--- src/rtl/serial_adder.sv ---
// Bit-serial N-bit adder: one full-adder slice reused over N cycles with a carry flip-flop.
// Optional subtract mode is enabled by defining SERIAL_ADDER_SUB_EN.
module serial_adder #(
  parameter int unsigned N     = 4,
  parameter int unsigned CNT_W = 3
) (
  input  logic         clk,
  input  logic         rst,
  input  logic         start,
  input  logic [N-1:0] A,
  input  logic [N-1:0] B,
  input  logic         sub,
  output logic         busy,
  output logic         done,
  output logic [N-1:0] S,
  output logic         C,
  output logic         s_bit,
  output logic         s_bit_vld
);

  typedef enum logic [1:0] {
    StIdle,
    StRun,
    StDone
  } state_e;

  localparam logic [CNT_W-1:0] LastCnt = CNT_W'(N - 1);

  state_e           state_q, state_d;
  logic [N-1:0]     a_q, a_d;
  logic [N-1:0]     b_q, b_d;
  logic             cy_q, cy_d;
  logic [CNT_W-1:0] cnt_q, cnt_d;
  logic [N-1:0]     s_q, s_d;
  logic             c_q, c_d;

  // Operand B and carry-in as loaded on an accepted start.
  logic [N-1:0] b_load;
  logic         cin_load;

`ifdef SERIAL_ADDER_SUB_EN
  assign b_load   = sub ? ~B : B;
  assign cin_load = sub;
`else
  logic unused_sub;
  assign unused_sub = sub;
  assign b_load     = B;
  assign cin_load   = 1'b0;
`endif

  // Full-adder slice built from two half-adder stages plus the carry OR.
  logic ha0_s, ha0_c, ha1_s, ha1_c, fa_c;

  always_comb begin
    ha0_s = a_q[0] ^ b_q[0];
    ha0_c = a_q[0] & b_q[0];
    ha1_s = ha0_s ^ cy_q;
    ha1_c = ha0_s & cy_q;
    fa_c  = ha0_c | ha1_c;
  end

  always_comb begin
    state_d = state_q;
    a_d     = a_q;
    b_d     = b_q;
    cy_d    = cy_q;
    cnt_d   = cnt_q;
    s_d     = s_q;
    c_d     = c_q;

    unique case (state_q)
      StIdle, StDone: begin
        if (start) begin
          a_d     = A;
          b_d     = b_load;
          cy_d    = cin_load;
          cnt_d   = '0;
          state_d = StRun;
        end else begin
          state_d = StIdle;
        end
      end

      StRun: begin
        a_d   = a_q >> 1;
        b_d   = b_q >> 1;
        cy_d  = fa_c;
        s_d   = {ha1_s, s_q[N-1:1]};
        cnt_d = cnt_q + CNT_W'(1);
        if (cnt_q == LastCnt) begin
          c_d     = fa_c;
          state_d = StDone;
        end
      end

      default: state_d = StIdle;
    endcase
  end

  always_ff @(posedge clk) begin
    if (rst) begin
      state_q <= StIdle;
      a_q     <= '0;
      b_q     <= '0;
      cy_q    <= 1'b0;
      cnt_q   <= '0;
      s_q     <= '0;
      c_q     <= 1'b0;
    end else begin
      state_q <= state_d;
      a_q     <= a_d;
      b_q     <= b_d;
      cy_q    <= cy_d;
      cnt_q   <= cnt_d;
      s_q     <= s_d;
      c_q     <= c_d;
    end
  end

  always_comb begin
    busy      = (state_q == StRun);
    done      = (state_q == StDone);
    s_bit_vld = busy;
    s_bit     = busy & ha1_s;
    S         = s_q;
    C         = c_q;
  end

endmodule
--- config.mk ---
export PLATFORM = sky130hd
export DESIGN_NAME = serial_adder
export DESIGN_NICKNAME = d
export VERILOG_FILES = /design/src/rtl/serial_adder.sv
export SDC_FILE = /design/constraint.sdc
export NUM_CORES = 1
export LEC_CHECK = 0
export BUFFER_PORTS_ARGS = -buffer_cell sky130_fd_sc_hd__buf_2
export CAP_MARGIN = 10
export CORE_MARGIN = 1
export CORE_UTILIZATION = 39
export CTS_BUF_LIST = sky130_fd_sc_hd__clkbuf_2
export DETAILED_ROUTE_END_ITERATION = 7
export SYNTH_ARGS = -nofsm -noshare
export SYNTH_HDL_FRONTEND = slang
export SYNTH_SLANG_ARGS = --single-unit
--- constraint.sdc ---
create_clock -name clk -period 2.6 [get_ports clk]
set_clock_uncertainty 0.2 [all_clocks]
set_input_delay 0.13 -clock clk [delete_from_list [all_inputs] [get_ports clk]]
set_output_delay 0.13 -clock clk [all_outputs]
set_load 0.05 [all_outputs]
==> flow_summary.ini <==
[run_status]
status = completed

[global_route]
antenna_found_initial = 0
grt-ovfl-total = 0
grt_max_degree = 24
grtUsageTotal_pct = 14.7
grt_pass1_wl_mm = 2.75
grt_pass1_vias = 649

[cells_and_area]
diodes = 0
instances_no_fill = 150
syn2layout_area_growth_pct = 20.8
drive_above_1_share_pct = 23.6
fin_nets = 139

[synthesis]
synthesis.area_um2 = 853
syn_avg_cell_area_um2 = 8.71
synth.area.top_cells = dfxtp_1 45%, nand2_1 11%, a21oi_1 6.5%
netlist_instances = 98
yosys.area.top_type = dfxtp_1
ys_warn_count = 0
synth.top_cell.area_share_pct = 44.6
synth_edf_count = 0
yosys_register_bits = 19
ys_types = 22
syn_nets = 113
synthFlopType = dfxtp_1
seq_area_frac_synth_pct = 44.6
yosysMostFrequentCell = nand2_1
synth_commonest_cells = 25 x nand2_1, 19 x dfxtp_1, 11 x a21oi_1
synth-async-reset-ratio_pct = 0

[worst_setup_path]
critPathMaxFanout = 2
required_ps = 2270
worst-setup-path-type = flop to primary output
endpoint_kind = primary output
start_kind = flop
arrival_ps = 1560

[floorplanning]
start_util_pct = 42.6
die_area_um2 = 2380
die_w_um = 48.8
die_h_um = 48.8
core.rowCount = 16
io_pins = 21
core_um2 = 2000

[power]
power_density_nw_per_um2 = 532
peakVddDrop_mv = 0.266
seq_power_share_pct = 57.9
clkPwrFrac_pct = 22.7
intPower_mw = 0.383
combinationalPowerShare_pct = 19.5
swShare_pct = 30.1
p_switching_mw = 0.165
leakagePower_nw = 0.438

[placement]
gp_congestion = 0.681
portBuffers = 19
dp_hpwl_mm = 1.09
dp.cells = 137

[cts]
cts_setup_buffers = 0
clock_path_buffers = 2
root_buffer = clkbuf_2
path_clk_slew_ps = 180
cts_tree = done
cts-buffers-inserted = 3
cts.sinks = 19
clk_latency_ps = 300
htree_levels = 1

[sta]
period_needed_ps = 1890
fmax_mhz = 528
setup_viol = 0
fin_crit_sh_pct = 72.8
worstMarginPinSlew_ps = 508
slew_violations = 0
slew_headroom_pct = 66.1
rsz0062_at_grt = false
hold_viol = 0
final.setup.tns_ps = 0

[route]
firstDrtPassIters = 4
wirelength_mm = 1.61
via_per_inst = 4.78
ant_nets = 0
via_count = 717
wl_per_cell_um = 10.8
dr.first_iter.drc_count = 11
drc = 0

[flow_run]
maxCapViolations = 0

[hold_path]
hp-class = input port to flop
cells in the final DEF (no fill, tap or decap), types with 2 or more instances in the layout:
master,Yosys,layout
dfxtp_1,19,19
a21oi_1,11,11
clkbuf_2,0,3
nand2_1,25,25
nand2b_1,3,3
buf_2,1,19
a311oi_2,3,3
a311oi_1,3,3
ha_1,2,2
nand3_1,7,7
nor2_1,8,8
inv_1,2,2
dlygate4sd3_1,0,9
critical path: stages, from the launching register on:
cell and delay [ps]:
dfxtp_1 370, fa_1 530, nand2_1 70, inv_1 50
buf_2 250
layer usage:
layer | track usage (%) | vias to the layer above | share of wire [%]
met3 | 1.87 | 2 | 3.2
li1 | - | 375 | -
met2 | 26.2 | 11 | 48
met1 | 17.8 | 329 | 48
met5 | 0 | - | 0
met4 | 5.88 | 0 | 0.81
worst paths after layout:
check	end	start	slack [ps]	cells past startpoint
worst min register to register	C$_SDFFE_PP0P_	C$_SDFFE_PP0P_	270	2
worst max register to register	b_q[0]$_SDFFE_PP0P_	state_q[0]$_SDFFE_PP0P_	1100	3
worst min-delay path	cnt_q[0]$_SDFFE_PP0P_	start	30	4
worst max-delay path	s_bit	a_q[0]$_SDFFE_PP0P_	710	4
power by group through the flow:
stage               Sequential [mW]  Clock, mW  Combinational, mW
finish                        0.317      0.124              0.107
global route                  0.320      0.147              0.117
CTS                           0.318      0.130              0.108
detailed placement            0.324          0             0.0966
global placement              0.323          0             0.0956
floorplan                     0.327          0             0.0805
kinds of logic (layout without fill, tap and decap cells):
group           Yosys count  after routing  synth area share [%]
compound gates           18             18                  15.7
simple gates             47             47                  25.1
buf+inv                  11             36                  9.38
fa+ha+maj                 3              3                  5.28
flops                    19             19                  44.6
final cells by class:
type,count,area (um2)
Clock buffer,3,15.0
Clock inverter,1,5.00
Fill cell,201,971
Inverter,3,11.3
Multi-Input combinational cell,68,393
Sequential cell,19,380
Tap cell,27,33.8
Timing Repair Buffer,29,193
stage by stage:
| step | util (%) | hold WS [ps] | total power [mW] | worst slack, ps | area (um2) |
|---|---|---|---|---|---|
| floorplan | - | 66.0 | 0.408 | 818 | 853 |
| global placement | 46.0 | 174 | 0.419 | 1060 | 921 |
| detailed placement | 46.0 | 179 | 0.420 | 1060 | 921 |
| CTS | 51.5 | 24.0 | 0.555 | 681 | 1030 |
| global route | 51.5 | 10.8 | 0.584 | 560 | 1030 |
| finish | 51.5 | 32.4 | 0.548 | 707 | 1030 |
flip-flops by register name, indices dropped and copies added, names as in the netlist:
name and flops:
cy_q 1, cnt_q 3, state_q 2, a_q 4, S 4, C 1, b_q 4
timing repair:
action | 4_1_cts | 5_1_grt
hold buffers | 9 | 0
gates resized for setup | 0 | 0
hold endpoints to repair | 9 | 0
endpoints found under the setup margin | 0 | 0
No activity file was read; power rests on OpenSTA's default activity.
